===== src/rtl/ins_mem_loader.sv =====
// ins_mem_loader: byte-stream to instruction-memory loader with CPU hold (rev 1.0).
// Optional trailing XOR checksum byte enabled by defining LOADER_CHECKSUM_EN.
`default_nettype none

module ins_mem_loader #(
   parameter int          MEM_DEPTH = 64,
   parameter logic [31:0] BASE_ADDR = 32'h0000_0000
) (
   input  logic        clk,
   input  logic        reset,
   input  logic        start,
   input  logic        byte_valid,
   input  logic [7:0]  byte_data,
   output logic        byte_ready,
   output logic        wr_en,
   output logic [31:0] wr_addr,
   output logic [31:0] wr_data,
   output logic        cpu_hold,
   output logic        busy,
   output logic        done,
   output logic        err_overflow,
`ifdef LOADER_CHECKSUM_EN
   output logic        err_checksum,
`endif
   output logic [15:0] word_count
);

   typedef enum logic [2:0] {
      S_IDLE   = 3'd0,
      S_LEN_LO = 3'd1,
      S_LEN_HI = 3'd2,
      S_DATA   = 3'd3,
      S_WRITE  = 3'd4,
      S_DONE   = 3'd5,
      S_ERROR  = 3'd6,
      S_CSUM   = 3'd7
   } state_t;

   localparam logic [16:0] c_depth = 17'(MEM_DEPTH);

   state_t      r_state;
   logic [15:0] r_length;
   logic [15:0] r_word_idx;
   logic [1:0]  r_byte_idx;
   logic [31:0] r_asm;
`ifdef LOADER_CHECKSUM_EN
   logic [7:0]  r_csum;
`endif

   logic        w_take;
   logic        w_restart;
   logic [15:0] w_len;
   logic [31:0] w_word;
   logic [31:0] w_addr;

   assign w_take    = byte_valid & byte_ready;
   assign w_restart = start & ((r_state == S_IDLE) | (r_state == S_DONE) | (r_state == S_ERROR));
   assign w_len     = {byte_data, r_length[7:0]};
   // Bytes shift in from the top so byte 0 ends up in [7:0] after four transfers.
   assign w_word    = {byte_data, r_asm[31:8]};
   assign w_addr    = BASE_ADDR + {14'd0, r_word_idx, 2'b00};

   always_ff @(posedge clk or negedge reset) begin
      if (!reset) begin
         r_state      <= S_IDLE;
         r_length     <= 16'd0;
         r_word_idx   <= 16'd0;
         r_byte_idx   <= 2'd0;
         r_asm        <= 32'd0;
         byte_ready   <= 1'b0;
         wr_en        <= 1'b0;
         wr_addr      <= 32'd0;
         wr_data      <= 32'd0;
         cpu_hold     <= 1'b0;
         busy         <= 1'b0;
         done         <= 1'b0;
         err_overflow <= 1'b0;
         word_count   <= 16'd0;
`ifdef LOADER_CHECKSUM_EN
         r_csum       <= 8'd0;
         err_checksum <= 1'b0;
`endif
      end else begin
         wr_en <= 1'b0;
         if (w_restart) begin
            r_state      <= S_LEN_LO;
            r_length     <= 16'd0;
            r_word_idx   <= 16'd0;
            r_byte_idx   <= 2'd0;
            byte_ready   <= 1'b1;
            busy         <= 1'b1;
            cpu_hold     <= 1'b1;
            done         <= 1'b0;
            err_overflow <= 1'b0;
            word_count   <= 16'd0;
`ifdef LOADER_CHECKSUM_EN
            r_csum       <= 8'd0;
            err_checksum <= 1'b0;
`endif
         end else begin
            case (r_state)
               S_LEN_LO: begin
                  if (w_take) begin
                     r_length[7:0] <= byte_data;
                     r_state       <= S_LEN_HI;
                  end
               end
               S_LEN_HI: begin
                  if (w_take) begin
                     r_length[15:8] <= byte_data;
                     if (w_len == 16'd0) begin
`ifdef LOADER_CHECKSUM_EN
                        r_state    <= S_CSUM;
                        byte_ready <= 1'b1;
`else
                        r_state    <= S_DONE;
                        byte_ready <= 1'b0;
                        busy       <= 1'b0;
                        cpu_hold   <= 1'b0;
                        done       <= 1'b1;
`endif
                     end else if ({1'b0, w_len} > c_depth) begin
                        r_state      <= S_ERROR;
                        byte_ready   <= 1'b0;
                        busy         <= 1'b0;
                        err_overflow <= 1'b1;
                     end else begin
                        r_state <= S_DATA;
                     end
                  end
               end
               S_DATA: begin
                  if (w_take) begin
                     r_asm      <= w_word;
                     r_byte_idx <= r_byte_idx + 2'd1;
`ifdef LOADER_CHECKSUM_EN
                     r_csum     <= r_csum ^ byte_data;
`endif
                     if (r_byte_idx == 2'd3) begin
                        r_state    <= S_WRITE;
                        byte_ready <= 1'b0;
                        wr_en      <= 1'b1;
                        wr_addr    <= w_addr;
                        wr_data    <= w_word;
                        word_count <= word_count + 16'd1;
                     end
                  end
               end
               S_WRITE: begin
                  r_word_idx <= r_word_idx + 16'd1;
                  if (r_word_idx + 16'd1 == r_length) begin
`ifdef LOADER_CHECKSUM_EN
                     r_state    <= S_CSUM;
                     byte_ready <= 1'b1;
`else
                     r_state    <= S_DONE;
                     busy       <= 1'b0;
                     cpu_hold   <= 1'b0;
                     done       <= 1'b1;
`endif
                  end else begin
                     r_state    <= S_DATA;
                     byte_ready <= 1'b1;
                  end
               end
`ifdef LOADER_CHECKSUM_EN
               S_CSUM: begin
                  if (w_take) begin
                     byte_ready <= 1'b0;
                     busy       <= 1'b0;
                     if (byte_data == r_csum) begin
                        r_state  <= S_DONE;
                        cpu_hold <= 1'b0;
                        done     <= 1'b1;
                     end else begin
                        r_state      <= S_ERROR;
                        err_checksum <= 1'b1;
                     end
                  end
               end
`endif
               default: ;
            endcase
         end
      end
   end

endmodule

`default_nettype wire


===== config.mk =====
export PLATFORM = sky130hd
export DESIGN_NAME = ins_mem_loader
export DESIGN_NICKNAME = d
export VERILOG_FILES = /design/src/rtl/ins_mem_loader.sv
export SDC_FILE = /design/constraint.sdc
export NUM_CORES = 1
export LEC_CHECK = 0
export ABC_AREA = 1
export CAP_MARGIN = 15
export CORE_UTILIZATION = 35
export CTS_CLUSTER_DIAMETER = 30
export CTS_CLUSTER_SIZE = 30
export DETAILED_ROUTE_END_ITERATION = 10
export PLACE_DENSITY_LB_ADDON = 0.15
export SYNTH_ARGS = -nofsm -noshare
export SYNTH_HDL_FRONTEND = slang
export SYNTH_SLANG_ARGS = --single-unit

===== constraint.sdc =====
create_clock -name clk -period 1.6 [get_ports clk]
set_input_delay 0.4 -clock clk [delete_from_list [all_inputs] [get_ports clk]]
set_output_delay 0.4 -clock clk [all_outputs]
set_load 0.005 [all_outputs]

==> flow_summary.ini <==
[sta]
fin_ws_ns = -0.358
timing.final.crit_period_ns = 1.96
final_hold_viol_count = 0
slew_viol_final = 0
clock_skew_ns = 0.00696
finalCritPeriodShare = 1.22
setup_viol = 40
fmax_ghz = 0.511
rsz0062_at_grt = true

[floorplanning]
coreArea_sq_um = 17400
die_w_um = 136
die_area_sq_um = 18400
start_util = 0.360
fp.dieH_um = 136
io_pins = 98
fp-row-count = 48

[yosys]
yosysSeqAreaShare = 0.525
synth_top_area_frac = 0.525
ys.flop_type = dfrtp_1
synthArstFlopShare = 1.00
synth-seq-cells = 131
yosysTopAreaCell = dfrtp_1
synth_area_leaders = dfrtp_1 (52%), nand2_1 (13%), o21ai_0 (7.0%)
ys_warn_count = 0
synthCells = 770
syn_avg_cell_area_sq_um = 8.11
ys_types = 36
synth-edff-count = 0
synth_area_sq_um = 6250

[run_status]
violations = setup timing
status = complete, but fails checks

[flow_run]
cap_violations = 0

[critical_path]
cp_data_arrival_time_ns = 2.31
slowest_stage = dfrtp_2
worstSetupStartpointType = flip-flop
path_cells = ha_4 -> nand2_4 -> nor2_4 -> nand2_2 -> o21ai_2 -> nand2_2 -> nand2_2 -> nand3_2 -> nor2_4 -> nand4_1 -> nand3_1 -> nand2_1 -> nand2_1
r2r_cells = 13
critPathTopFamily = simple AND/OR/NAND/NOR gates
end_kind = flip-flop
crit_fanout = 5
critPathBufInv = 0
crit_type = reg2reg
slowest_delay_ns = 0.41
worst_path_most_repeated_cell = nand2_2
cp.required_ns = 1.95
r2r_slack_ns = -0.36
crit_cells = 13

[clock_network]
h-tree-depth = 4
clk_path_buf_depth = 2
cts_root_buf = clkbuf_16
clk_latency_ns = 0.41
cts_buffers = 17
clk_pin_slew_worst_paths_ns = 0.06
cts_tree = built
cts.sinks = 131

[drt]
ant_nets = 0
wl_per_cell_um = 13.9
route.detailed.drc = 0
drt-total-wl_mm = 17.4
via_count = 5860
via_per_inst = 4.67
dr.pass1.iters = 5
dr.first_iter.drc_count = 264

[placed_design]
port_buffers = 81
placed_cells = 1170
hpwl_mm = 12.0
place_congestion = 0.897
dpl_cell_area_sq_um = 8170

[finish]
area_growth_pct = 51.6
final_nets = 1031
layoutNonFillerInstCount = 1254
stdcell_area_sq_um = 9470
post-route-util = 0.546
n_fill_cell = 1601
diodes = 0
final_layout_size_suffix_gt1_frac = 0.276

[global_routing]
antenna_found_initial = 0
grt_overflow = 0
grt_max_degree = 37
grt_pass1_wl_mm = 27.9
grt_util_all_layers = 0.195
grt_pass1_vias = 5584

[power_and_ir_drop]
p_per_area_nw_per_um2 = 1260
power.leakage_nw = 4.90
peakVddDrop_mv = 0.811

[min_path]
hp-class = in2async
cell usage in the layout (no fill, tap or decap), types with 3 or more instances in the layout:
cell type,Yosys,final
nand2_1,223,208
buf_4,16,142
dfrtp_1,131,125
inv_1,86,82
o21ai_0,87,81
dlygate4sd2_1,0,65
nand3_1,53,44
nor2_1,48,34
nand4_1,20,20
clkbuf_16,0,18
conb_1,1,16
buf_6,0,14
nor2_4,2,13
a21oi_1,15,13
o21ai_1,9,12
nor2_2,8,11
nand2_2,1,10
clkdlybuf4s50_1,0,10
buf_12,0,9
nand2_4,2,8
nand3_2,2,8
inv_6,0,6
dfrtp_2,0,6
xor2_1,5,5
o22ai_1,5,5
clkdlybuf4s15_1,0,5
inv_2,3,4
nand3_4,1,4
o31ai_1,5,4
nor3_1,6,4
clkinvlp_4,0,4
inv_4,0,3
o21ai_2,0,3
a21oi_2,2,3
worst reg2reg max path: stages, from the launching register on:
cell and delay (ns):
dfrtp_2 0.41, ha_4 0.17, nand2_4 0.06, nor2_4 0.17
nand2_2 0.09, o21ai_2 0.19, nand2_2 0.09, nand2_2 0.08
nand3_2 0.07, nor2_4 0.14, nand4_1 0.18, nand3_1 0.15
nand2_1 0.06, nand2_1 0.05
Yosys cell counts, types with 3 or more instances:
cell type    n
buf_4       16
buf_1        3
nor2_1      48
nand3_1     53
o21ai_0     87
nor3_1       6
nand4_1     20
o22ai_1      5
inv_1       86
xor2_1       5
o21ai_1      9
nand2_1    223
a21oi_1     15
o31ai_1      5
ha_1         3
nor4_1       5
inv_2        3
clkbuf_1    17
nor2_2       8
dfrtp_1    131
cell families (layout without fill, tap and decap cells):
| family | after synthesis | in the layout | synth area share |
|---|---|---|---|
| buffers and inverters | 128 | 372 | 0.0867 |
| AND/OR/NAND/NOR | 374 | 374 | 0.263 |
| AO/OA/AOI/OAI | 125 | 125 | 0.105 |
| XOR/XNOR | 8 | 8 | 0.0134 |
| flip-flops | 131 | 131 | 0.525 |
| adder cells (fa/ha/maj) | 3 | 3 | 0.00601 |
| other | 1 | 16 | 0.000600 |
timing repair:
item                                    in CTS  in global routing
cloned                                       2                  1
pin swaps                                    8                 26
resized for setup                          131                 59
endpoints found under the setup margin     123                105
hold buffers                                 1                  0
hold endpoints to repair                    22                  0
setup buffers                               38                 19
final timing paths:
path | from | to
worst min-delay path | reset | wr_addr[6]
min in group clk | wr_data[3] | wr_data[3]
worst max-delay path | r_word_idx[0] | byte_ready
worst min register to register | wr_data[3] | wr_data[3]
max in group asynchronous | reset | word_count[8]
worst max register to register | r_word_idx[0] | byte_ready
through the flow:
step | total power, W | TNS, ns | hold WS (ns) | worst slack [ns]
6_report | 0.0119 | -4.96 | 0.420 | -0.358
5_1_grt | 0.0126 | -11.22 | 0.435 | -0.493
4_1_cts | 0.0117 | -2.80 | 0.419 | -0.350
3_5_place_dp | 0.00772 | -42.20 | 0.290 | -0.554
3_3_place_gp | 0.00769 | -40.99 | 0.289 | -0.542
2_1_floorplan | 0.00613 | -0.967 | 0.104 | -0.162
state kept, by name, indices dropped and copies added (netlist names):
signal	count
wr_addr	16
r_length	16
wr_data	32
busy	1
byte_ready	1
r_state	3
err_overflow	1
r_asm	24
r_word_idx	16
r_byte_idx	2
done	1
cpu_hold	1
word_count	16
wr_en	1
area by class of cell:
type / count / area (sq um) / area share
Clock buffer: 20 / 447 / 0.0472
Clock inverter: 12 / 96.3 / 0.0102
Inverter: 91 / 355 / 0.0375
Multi-Input combinational cell: 526 / 2810 / 0.297
Sequential cell: 131 / 3290 / 0.347
Tap cell: 225 / 282 / 0.0297
Timing Repair Buffer: 249 / 2200 / 0.232
power by group:
| group | internal [W] | leakage (nW) | switching [W] |
|---|---|---|---|
| logic | 0.00178 | 2.93 | 0.00220 |
| clock network | 0.00205 | 0.254 | 0.00155 |
| registers | 0.00392 | 1.72 | 0.000387 |
| total | 0.00774 | 4.90 | 0.00414 |
layer usage:
layer / vias to the layer above / global-route usage / wire length, um
li1: 2954 / - / -
met2: 116 / 0.313 / 8280
met3: 18 / 0.0322 / 513
met4: 0 / 0.0599 / 223
met5: - / 0 / 0
met1: 2772 / 0.268 / 8360
Note: power is estimated with default switching activity, not from simulation.
==> RTL edit 1 (same settings) <==
The 8 states of `state_t` get a one-hot encoding in 8 bits.
--- a/src/rtl/ins_mem_loader.sv
+++ b/src/rtl/ins_mem_loader.sv
@@ -27,11 +27,11 @@
 
-   typedef enum logic [2:0] {
-      S_IDLE   = 3'd0,
-      S_LEN_LO = 3'd1,
-      S_LEN_HI = 3'd2,
-      S_DATA   = 3'd3,
-      S_WRITE  = 3'd4,
-      S_DONE   = 3'd5,
-      S_ERROR  = 3'd6,
-      S_CSUM   = 3'd7
+   typedef enum logic [7:0] {
+      S_IDLE   = 8'b00000001,
+      S_LEN_LO = 8'b00000010,
+      S_LEN_HI = 8'b00000100,
+      S_DATA   = 8'b00001000,
+      S_WRITE  = 8'b00010000,
+      S_DONE   = 8'b00100000,
+      S_ERROR  = 8'b01000000,
+      S_CSUM   = 8'b10000000
    } state_t;
Formal check against the unedited RTL: same outputs for any inputs over 4 cycles, from zero or initial values and one cycle with reset low; so few cycles prove little.
==> RTL edit 1 against the original RTL <==
- count of clock-buffer cells in the layout rose by 2
- worst setup slack worse by 110 ps
- utilization is 5.9 points higher
- largest cell class is now multi-input gates
- the run still ends with setup timing left
- wire length grew 19%
- sequential share of layout area decreased by 3.6 points
- clock skew grew 3.6 ps
- synthesized area grew 3.5%
- cell area is 15% higher
- sequential cell count rose by 4
Power is not compared: it rests on default switching activity, and its combinational part moved more than twofold at a synthesized area within 25%.
==> RTL edit 1: results (changes against the original RTL) <==
stage,metric,value,unit,change
setup_path,slowest_stage,dfrtp_1,,
sta,timing.final.ws_setup,-468.5,ps,-111.0 ps
synth,synth_cells,773,,+0.39%
setup_path,r2r_cells,14,,+1
synth,synth_compound_area_frac,0.09967,,-0.005655
outcome,status,"complete, but fails checks",,
sta,fin_worst_skew,10.56,ps,+3.595 ps
finish,final_layout_size_suffix_gt1_frac,0.4126,,+0.1366
placement,gp_congestion,0.8366,,-6.7%
global_routing,grt_pass1_wl,30640,um,+9.9%
synth,yosysUniqueCellTypes,43,,+19%
outcome,violations,setup timing,,
setup_path,arrival,2390,ps,+80 ps
global_routing,grt_use_total,0.2154,,+0.02044
detailed_routing,drt-initial-drc-count,361,,+37%
synth,synthTopCellsByCount,"nand2_1, dfrtp_1, inv_1",,
sta,setup_tns,-22650,ps,-17690 ps
placement,place_area,8383,sq um,+2.7%
synth,synth-xor-area-share,0.01916,,+0.005744
global_routing,grt_pass1_vias,5918,,+6.0%
finish,layout.cells.non_filler,1293,,+3.1%
synth,yosysSeqAreaShare,0.5227,,-0.001889
setup_path,reg2reg_to,done$_DFFE_PN0P_,,
finish,num-nets-final,1066,,+3.4%
sta,setup_viol_count_final,132,,+230%
clock_tree,post_cts_buffers,41,,+7.9%
global_routing,grt_max_degree,38,,+2.7%
placement,post-place-cells,1175,,+0.43%
placement,place_worst_setup_slack,-550.0,ps,+4.047 ps
clock_tree,clk_latency,430,ps,+20 ps
detailed_routing,vias_per_cell,4.806,,+2.8%
placement,dp_hpwl,12470,um,+3.8%
synth,yosys-top-cells-area,"dfrtp_1, nand2_1, o21ai_0",,
detailed_routing,wl,20620,um,+19%
synth,synth-adder-area-share,0.005806,,-0.0002011
synth,synthMuxAreaShare,0.01393,,+0.01393
clock_tree,cts.repair.resized,201,,+53%
finish,n_antenna_cell,0,,unchanged
sta,hold_slack,426.2,ps,+6.478 ps
RTL edit 1: changes by cell type after synthesis, sizes merged, moves of 3 or more:
| cell | change |
|---|---|
| nand4 | -5 |
| nand3 | -15 |
| mux2i | +9 |
| inv | +13 |
| a21oi | -4 |
| nor3 | +5 |
| dfrtp | +3 |
| o21ai | -7 |
| clkbuf | -3 |
| nor2 | -3 |
RTL edit 1: per-layer routing:
layer | vias to the layer above | part of all wire | GRT usage
met2 | 133 | 0.48 | 0.3372
li1 | 3021 | - | -
met1 | 3021 | 0.45 | 0.2887
met4 | 0 | 0.027 | 0.09239
met5 | - | 0 | 0
met3 | 39 | 0.035 | 0.04349
RTL edit 1: power by group through the flow:
stage / clock (mW) / combinational (mW) / sequential (mW)
5_1_grt: 3.97 / 0.209 / 3.41
4_1_cts: 3.84 / 0.181 / 3.41
3_3_place_gp: 0 / 0.177 / 3.48
2_1_floorplan: 0 / 0.0500 / 3.48
3_5_place_dp: 0 / 0.176 / 3.48
6_report: 3.76 / 0.183 / 3.41
RTL edit 1: area by class of cell:
class	instances	area, sq um
timing repair buffer	277	2794
clock buffer	22	464.2
clock inverter	10	97.59
multi-input combinational	516	3421
timing repair inverter	2	22.52
sequential	135	3386
inverter	102	435.4
fill	1519	7118
tap	229	286.5
RTL edit 1: worst max path at each step:
stage,endpoint,slack (ps),cells past startpoint
6_report,done$_DFFE_PN0P_,-470,14
5_1_grt,r_state[3]$_DFFE_PN0P_,-640,14
4_1_cts,done$_DFFE_PN0P_,-390,14
3_5_place_dp,done$_DFFE_PN0P_,-550,9
3_3_place_gp,done$_DFFE_PN0P_,-540,9
2_1_floorplan,cpu_hold$_DFFE_PN0P_,-230,16
==> RTL edit 2 (same settings) <==
Made on the original files. Build with the macro `LOADER_CHECKSUM_EN` defined.
--- a/src/rtl/ins_mem_loader.sv
+++ b/src/rtl/ins_mem_loader.sv
@@ -3,2 +3,4 @@
 `default_nettype none
+
+`define LOADER_CHECKSUM_EN
 
Formal check against the unedited RTL (old outputs only; new: err_checksum): not equivalent (Yosys sat finds a counterexample within 4 cycles, from zero or initial values and one cycle with reset low).
==> RTL edit 2 against the original RTL <==
- the flow finishes with violations (DRC, setup timing)
- critical endpoint is now r_state[0]$_DFFE_PN0P_
- global-route usage up 0.34 points
- highest routed layer unchanged
- wire length up 3.0%
- synthesized area up 4.5%
- first-iteration DRC count up 22%
- cell area up 2.7%
- largest cell class unchanged
- count of clock-buffer cells in the layout unchanged
- worst setup slack better by 140 ps
- synthesized cell count up 0.52%
- sequential cell count up 9
- via count up 0.36%
Power is not compared: it rests on default switching activity, and its combinational part moved more than twofold at a synthesized area within 25%.
==> RTL edit 2: results (changes against the original RTL) <==
stage,metric,value,unit,change
outcome,status,"complete, but fails checks",,
outcome,violations,"DRC, setup timing",,
power,p_leak,5.163,nW,
synth,yosysUniqueCellTypes,39,,+8.3%
placement,place_area,8467,sq um,+3.7%
clock_tree,numCtsBuffers,17,,unchanged
clock_tree,cts-root-buf,clkbuf_16,,
synth,synth-xor-area-share,0.01610,,+0.002685
synth,synthMuxAreaShare,0,,unchanged
setup_path,crit_family,simple AND/OR/NAND/NOR gates,,
synth,synth_flop_cell,dfrtp_1,,
power,vdd_ir_drop_max,0.0007548,V,
placement,dp_hpwl,12460,um,+3.8%
synth,yosysWarnings,0,,unchanged
clock_tree,h-tree-depth,4,,unchanged
finish,n_antenna_cell,0,,unchanged
detailed_routing,vias_per_cell,4.679,,+0.12%
sta,setup_viol_count_final,63,,+57%
setup_path,crit_start,r_state[0]$_DFFE_PN0P_,,
sta,fin_worst_skew,11.65,ps,+4.692 ps
setup_path,path_max_fanout,5,,unchanged
placement,gp_congestion,0.8661,,-3.4%
setup_path,crit_type,reg2reg,,
placement,port_buffers,82,,+1.2%
detailed_routing,dr.pass1.iters,8,,+3
detailed_routing,wl,17890,um,+3.0%
global_routing,grt_use_total,0.1984,,+0.003445
synth,synthTopCellsByCount,"nand2_1, dfrtp_1, o21ai_0",,
setup_path,slowest_stage,dfrtp_1,,
hold_path,hp-class,in2async,,
synth,synthArstFlopShare,1.000,,unchanged
detailed_routing,drc_errors,16,,+16
sta,timing.final.ws_setup,-220.3,ps,+137.2 ps
finish,num-nets-final,1030,,-0.097%
finish,final_layout_size_suffix_gt1_frac,0.2899,,+0.01389
setup_path,reg2reg_to,r_state[0]$_DFFE_PN0P_,,
finish,fillers,1731,,+8.1%
clock_tree,cts.clk_slew.worst_paths,60,ps,about the same
synth,yosys-top-cells-area,"dfrtp_1, nand2_1, o21ai_0",,
finish,largestRegisters,"wr_data: 32 flops, r_asm: 24 flops",,
global_routing,grt_pass1_vias,5921,,+6.0%
global_routing,grt_max_degree,40,,+8.1%
detailed_routing,drt-initial-drc-count,323,,+22%
detailed_routing,ant_nets,0,,unchanged
global_routing,grt_pass1_wl,30000,um,+7.6%
synth,synth_compound_area_frac,0.1225,,+0.01716
clock_tree,clk_latency,420,ps,
setup_path,r2r_cells,14,,+1
setup_path,crit_path_max_incr_delay,430,ps,+20 ps
global_routing,grt_antenna_before_repair,0,,unchanged
synth,yosysSeqAreaShare,0.5367,,+0.01208
setup_path,r2r-start,r_state[0]$_DFFE_PN0P_,,
clock_tree,clk_path_buf_depth,2,,unchanged
setup_path,arrival,2130,ps,-180 ps
synth,synth-adder-area-share,0.005750,,-0.0002568
-- RTL edit 2: power breakdown --
| group | leakage [nW] | internal, mW | total [mW] | switching, mW |
|---|---|---|---|---|
| combinational | 3.16 | 0.0775 | 0.206 | 0.128 |
| clock | 0.251 | 1.99 | 3.57 | 1.58 |
| sequential | 1.75 | 3.54 | 3.54 | 0 |
| total | 5.16 | 5.61 | 7.32 | 1.71 |
-- RTL edit 2: layout make-up --
type | count | area, sq um | area share
Clock buffer | 20 | 436.7 | 0.04489
Multi-Input combinational cell | 524 | 2887 | 0.2967
Sequential cell | 140 | 3511 | 0.3609
Tap cell | 229 | 286.5 | 0.02945
Timing Repair inverter | 1 | 7.507 | 0.0007717
Inverter | 85 | 339.1 | 0.03486
Clock inverter | 12 | 90.09 | 0.009260
Timing Repair Buffer | 246 | 2171 | 0.2232
-- RTL edit 2: metrics by stage --
step	utilization	cells	TNS (ps)	hold WS, ps	worst slack [ps]
3_5_place_dp	0.4666	1179	-39960	332.2	-434.5
2_1_floorplan	-	789	0	104.4	8.215
3_3_place_gp	0.4666	1179	-37680	331.7	-430.2
6_report	0.5361	1257	-6511	460.9	-220.3
5_1_grt	0.5361	1257	-19820	496.3	-331.0
4_1_cts	0.5210	1247	-2619	470.7	-201.9
-- RTL edit 2: per-layer routing --
metal | part of all wire | GRT usage | vias to the layer above
li1 | - | - | 2977
met1 | 0.48 | 0.2767 | 2776
met2 | 0.47 | 0.3115 | 112
met3 | 0.036 | 0.04006 | 16
met4 | 0.013 | 0.05914 | 0
met5 | 0 | 0 | -
-- RTL edit 2: repair_timing --
item,in CTS,in global routing
setup endpoints to repair,177,139
hold buffers,1,0
hold endpoints to repair,31,0
cloned,1,1
pin swaps,26,30
resized for setup,156,51
setup buffers,34,11
